### src/rtl/gsr_pkg.sv
// Shared definitions for the global set/reset generator: state encodings,
// default parameter values and a small helper for sizing the counter.
package gsr_pkg;

   typedef enum logic [1:0] {
      ST_RESET  = 2'd0,
      ST_FILTER = 2'd1,
      ST_HOLD   = 2'd2,
      ST_RUN    = 2'd3
   } gsr_state_t;

   localparam int DEF_SYNC_STAGES   = 2;
   localparam int DEF_FILTER_CYCLES = 4;
   localparam int DEF_HOLD_CYCLES   = 16;

   // Larger of two integers, used in constant expressions for counter sizing.
   function automatic int max_int(input int a, input int b);
      return (a > b) ? a : b;
   endfunction

endpackage

### src/rtl/gsr_sync.sv
// N-stage synchronizer with asynchronous active-low clear to 0.
// Used both to release the board reset cleanly and to bring GSRI into
// the I_clk domain.
module gsr_sync #(
   parameter int STAGES = 2
) (
   input  logic clk,
   input  logic clr_n,
   input  logic d,
   output logic q
);

   logic [STAGES-1:0] chain;

   // Shift the input through the chain; clearing is immediate, release is clocked.
   always_ff @(posedge clk or negedge clr_n) begin
      if (!clr_n) begin
         chain <= '0;
      end else begin
         chain <= {chain[STAGES-2:0], d};
      end
   end

   assign q = chain[STAGES-1];

endmodule

### src/rtl/gsr.sv
// Global set/reset generator. Merges the board reset with the GSRI request,
// filters GSRI, stretches the reset and releases it synchronously to I_clk.
// Assertion via I_rst_n is asynchronous; GSRI assertion goes through the
// synchronizer so the output is never combinationally derived from GSRI.
module gsr
   import gsr_pkg::*;
#(
   parameter int SYNC_STAGES   = DEF_SYNC_STAGES,
   parameter int FILTER_CYCLES = DEF_FILTER_CYCLES,
   parameter int HOLD_CYCLES   = DEF_HOLD_CYCLES
) (
   input  logic       I_clk,
   input  logic       I_rst_n,
   input  logic       GSRI,
   output logic       O_gsr_n,
   output logic       O_gsr,
   output logic       O_release,
   output logic [1:0] O_state,
   output logic [7:0] O_gsr_cnt
);

   localparam int CNT_W = $clog2(max_int(FILTER_CYCLES, HOLD_CYCLES)) + 1;
   localparam logic [CNT_W-1:0] FILTER_LAST = CNT_W'(FILTER_CYCLES);
   localparam logic [CNT_W-1:0] HOLD_LAST   = CNT_W'(HOLD_CYCLES - 1);

   logic             rst_sync_n;
   logic             gsri_sync;
   gsr_state_t       state;
   gsr_state_t       next_state;
   logic [CNT_W-1:0] cnt;
   logic [CNT_W-1:0] next_cnt;
   logic             gsr_inc;
   logic             gsr_n_q;
   logic             release_q;
   logic [7:0]       gsr_cnt_q;

   gsr_sync #(.STAGES(SYNC_STAGES)) u_rst_sync (
      .clk   (I_clk),
      .clr_n (I_rst_n),
      .d     (1'b1),
      .q     (rst_sync_n)
   );

   gsr_sync #(.STAGES(SYNC_STAGES)) u_gsri_sync (
      .clk   (I_clk),
      .clr_n (I_rst_n),
      .d     (GSRI),
      .q     (gsri_sync)
   );

   // Next-state logic: filter GSRI high, then hold, then run; any low GSRI restarts.
   always_comb begin
      next_state = state;
      next_cnt   = cnt;
      gsr_inc    = 1'b0;
      case (state)
         ST_RESET: begin
            next_cnt = '0;
            if (rst_sync_n && gsri_sync) begin
               next_state = ST_FILTER;
               next_cnt   = CNT_W'(1);
            end
         end
         ST_FILTER: begin
            if (!gsri_sync) begin
               next_state = ST_RESET;
               next_cnt   = '0;
            end else if (cnt == FILTER_LAST) begin
               next_state = ST_HOLD;
               next_cnt   = '0;
            end else begin
               next_cnt = cnt + CNT_W'(1);
            end
         end
         ST_HOLD: begin
            if (!gsri_sync) begin
               next_state = ST_RESET;
               next_cnt   = '0;
            end else if (cnt == HOLD_LAST) begin
               next_state = ST_RUN;
               next_cnt   = '0;
            end else begin
               next_cnt = cnt + CNT_W'(1);
            end
         end
         ST_RUN: begin
            next_cnt = '0;
            if (!gsri_sync) begin
               next_state = ST_RESET;
               gsr_inc    = 1'b1;
            end
         end
         default: begin
            next_state = ST_RESET;
            next_cnt   = '0;
         end
      endcase
   end

   // State, counter and registered outputs; the board reset clears everything at once.
   always_ff @(posedge I_clk or negedge I_rst_n) begin
      if (!I_rst_n) begin
         state     <= ST_RESET;
         cnt       <= '0;
         gsr_n_q   <= 1'b0;
         release_q <= 1'b0;
         gsr_cnt_q <= 8'd0;
      end else begin
         state     <= next_state;
         cnt       <= next_cnt;
         gsr_n_q   <= (next_state == ST_RUN);
         release_q <= (next_state == ST_RUN) && (state != ST_RUN);
         if (gsr_inc && (gsr_cnt_q != 8'hFF)) begin
            gsr_cnt_q <= gsr_cnt_q + 8'd1;
         end
      end
   end

   assign O_gsr_n   = gsr_n_q;
   assign O_gsr     = ~gsr_n_q;
   assign O_release = release_q;
   assign O_state   = state;
   assign O_gsr_cnt = gsr_cnt_q;

endmodule

### config.mk
export PLATFORM = sky130hd
export DESIGN_NAME = gsr
export DESIGN_NICKNAME = d
export VERILOG_FILES = /design/src/rtl/gsr_pkg.sv /design/src/rtl/gsr_sync.sv /design/src/rtl/gsr.sv
export SDC_FILE = /design/constraint.sdc
export NUM_CORES = 1
export LEC_CHECK = 0
export BUFFER_PORTS_ARGS = -buffer_cell sky130_fd_sc_hd__buf_4
export CORE_MARGIN = 3
export CORE_UTILIZATION = 50
export DETAILED_ROUTE_END_ITERATION = 6
export GPL_ROUTABILITY_DRIVEN = 0
export GPL_TIMING_DRIVEN = 0
export MAX_ROUTING_LAYER = met4
export PLACE_DENSITY = 0.69
export SYNTH_ARGS = -nofsm -noshare
export SYNTH_HDL_FRONTEND = slang
export SYNTH_HIERARCHICAL = 1
export SYNTH_SLANG_ARGS = --single-unit
### constraint.sdc
create_clock -name I_clk -period 2.5 [get_ports I_clk]
set_clock_uncertainty 0.15 [all_clocks]
set_input_delay 0.375 -clock I_clk [delete_from_list [all_inputs] [get_ports I_clk]]
set_output_delay 0.375 -clock I_clk [all_outputs]
set_load 0.03 [all_outputs]
==> implementation parameters <==
Parameter                              Value

Run status
  Run status ... complete, no violations

Worst setup path
  Critical path, cell by cell ... ha_1 > nand3_1 > inv_1 > ha_1 > o22ai_1 > nand2_1 > o32ai_1
  Endpoint required time on the critical path ... ~2500 ps
  Setup slack of the worst register-to-register path ... ~700 ps
  Cell type of the slowest stage on the worst timing path ... dfrtp_1
  Family of cells with the greatest summed delay on the critical path ... adder cells
  Critical path destination ... cnt[0]$_DFF_PN0_
  Number of buffer and inverter stages on the critical path ... 1
  Endpoint of the most critical register-to-register path ... cnt[0]$_DFF_PN0_
  Crit-path most repeated cell ... ha_1
  Delay of the slowest cell on the worst path ... approximately 430 ps
  FF-to-FF path depth ... 7
  Highest net fanout along the worst path ... 4
  Levels on crit path ... 7
  Setup crit start ... cnt[0]$_DFF_PN0_
  Critical path start-end classification ... reg2reg
  Origin of the critical flop-to-flop path ... cnt[0]$_DFF_PN0_
  Kind of end point of the critical path ... flip-flop
  Arr. time, crit path ... about 1800 ps
  Element type at the critical path start ... flip-flop

GRT
  Sum of overflow across all layers after global routing ... 0
  Wire length of the first global-routing pass ... 2780 um
  Via count of the first global-routing pass ... 630
  Antenna violations before repair ... 0
  GRT Resource Usage Total ... 15.3%
  Largest net degree at the start of global routing ... 22

Place
  HPWL after DPL ... 1090 um
  Count of input and output buffers ... 15
  Pre-CTS WS ... ~700 ps

Run
  MaxCap Viol Count ... 0

Synthesis
  Proportion of synthesized chip area in sequential cells ... between 50% and 60%
  Most instantiated flip-flop cell in the synthesis netlist ... dfrtp_1
  Post-synthesis cell area ... roughly 940 um2
  Synthesized net count ... 89
  Number of flip-flops and latches in the synthesized netlist ... 21
  Synth Warn # ... 6
  Number of library cell types mapped by synthesis ... 25
  Asr flop ratio synth ... 100%
  Mean area per synthesized cell ... 11.6 um2
  Post-Synthesis Cells ... 81
  Post-synth EDFFs ... 0

Clock tree
  Buffers inserted by post-CTS timing repair ... 0
  Maximum clock path buffer count ... 2
  Clock sink count ... 21
  Clock buffers created by TritonCTS ... 3
  Clock tree root driver cell ... clkbuf_4
  Clock-pin slew reported for the worst setup and hold paths after clock tree synthesis ... around 110 ps
  Number of levels in the clock H-tree ... 1
  Clock tree from TritonCTS ... done
  Later-pin clock latency in the skew report ... around 290 ps

Floorplanning
  Top Ports ... 16
  Standard-cell rows ... 15
  Area of the die ... roughly 2400 um2
  Effective utilization at floorplan ... a little over half
  Chip width ... between 40 and 50 um
  Die Y ... between 40 and 50 um
  Floorplan Core Area ... approximately 1700 um2

STA
  Highest achievable clock rate ... about 560 MHz
  Final-report hold violation count ... 0
  Clock period minus final worst setup slack ... around 1800 ps
  Worst slack on hold paths ... approximately 210 ps
  Part of the cycle the worst path needs ... just over 70%
  Final critical-path setup slack ... 700 ps
  Final count of negative-setup-slack endpoints ... 0
  Slew Limit Fails ... 0
  RSZ-0062 raised after global routing ... false
  Total negative setup slack ... 0 ps

Cells and area
  Number of nets in the layout ... 111
  Area overhead of the layout relative to synthesis ... 20.2%
  Register cell area after layout ... approximately 530 um2
  Fraction of final layout cells with drive strength greater than 1 ... around 25%
  Number of diodes added for antenna fixing ... 0
  Final cell utilization of the core ... about two thirds
  Most common cell after layout, fill and taps aside ... dfrtp_1
  Commonest cells after routing, fill and taps aside ... dfrtp_1 (21), buf_4 (15), nor2_1 (9)
  Fillers ... roughly 140
  Multi-input logic area ... 383 um2

Power and ir drop
  Pwr Density ... approximately 480 nW/um2
  Peak supply drop ... ~270 uV
  Leak pwr ... about 0.57 nW

Detailed routing
  Number of vias per cell ... about 4.9
  Total vias in the final route ... between 600 and 700
  DRC Markers ... 0
  Violation count after the first detailed-route iteration ... 15
  Final wirelength ... around 1500 um
  Number of routed nets with antenna violations ... 0
  First drt pass iteration count ... 4
  Detailed-route wire length per cell ... about 12 um

Hold path
  Classification of the worst-slack hold path ... reg2reg
  Hold Startpoint ... u_gsri_sync/chain[0]$_DFF_PN0_
-- where the power goes --
group | total, mW | switching (mW) | internal (mW)
clock | 0.156 | 0.0941 | 0.0619
sequential | 0.351 | 0.00506 | 0.346
combinational | 0.0314 | 0.0189 | 0.0125
total | 0.539 | 0.118 | 0.420
-- logic make-up after synthesis --
family	synth area share (%)
compound gates	8.75
xor+xnor	8.36
fa+ha+maj	6.63
buf+inv	3.71
flops	55.7
mux	1.19
other cells	0.397
simple gates	15.3
-- worst reg2reg max path, delay by kind of cell (launching register included) --
family | cells | cell delay, ps
DFF | 1 | 430
buffers and inverters | 1 | 60
adders and majority gates | 2 | 450
AOI/OAI and AO/OA | 2 | 380
and+or+nand+nor | 2 | 220
-- worst min-delay path by stage --
stage                                          end  slack (ps)  depth (start not counted)
detailed placement        O_gsr_cnt[6]$_DFFE_PN0P_         120                          1
global route        u_gsri_sync/chain[1]$_DFF_PN0_         220                          0
finish              u_gsri_sync/chain[1]$_DFF_PN0_         210                          0
floorplan                 O_gsr_cnt[0]$_DFFE_PN0P_         -70                          0
CTS                 u_gsri_sync/chain[0]$_DFF_PN0_          20                          1
global placement          O_gsr_cnt[6]$_DFFE_PN0P_         120                          1
-- per-stage QoR --
step	cell area (um2)	total power, mW	instances
final	1130	0.539	127
after global routing	1130	0.580	127
after CTS	1120	0.551	126
after detailed placement	1090	0.387	121
after global placement	1090	0.387	121
after floorplan	943	0.373	81
-- layer usage --
| metal | up-vias | part of all wire (%) | global-route usage, % |
|---|---|---|---|
| li1 | 309 | - | - |
| met5 | - | 0 | - |
| met3 | 2 | 4.5 | 3.06 |
| met2 | 13 | 45 | 23.2 |
| met4 | 0 | 1.0 | 5.53 |
| met1 | 293 | 49 | 20.4 |
-- cell type report --
class | instances | area share (%)
flip-flops and latches | 21 | 46.4
multi-input cells | 51 | 33.8
repair buffers | 17 | 11.7
well taps | 25 | 2.76
inverters | 8 | 2.65
clock buffers | 4 | 2.32
plain buffers | 1 | 0.442
-- synthesized netlist by cell type, types with 2 or more instances --
library cell  count  area (um2)
a21oi_1           2        10.0
dfrtp_1          21         526
ha_1              5        62.6
inv_1             8        30.0
nand2_1           5        18.8
nand2b_1          3        18.8
nand3_1           3        15.0
nor2_1            9        33.8
nor3_1            2        10.0
xnor2_1           2        17.5
xor2_1            7        61.3
-- flip-flops by register name, indices dropped and copies added, names as in the netlist --
signal / cells
O_gsr_cnt: 8
cnt: 5
O_state: 2
u_gsri_sync/chain: 2
u_rst_sync/chain: 2
O_gsr_n: 1
O_release: 1
-- timing repair --
action,CTS,global route
resized for setup,0,0
hold buffers,1,1
setup endpoints to repair,0,0
endpoints found under the hold margin,21,1
Note: power is estimated with default switching activity, not from simulation.
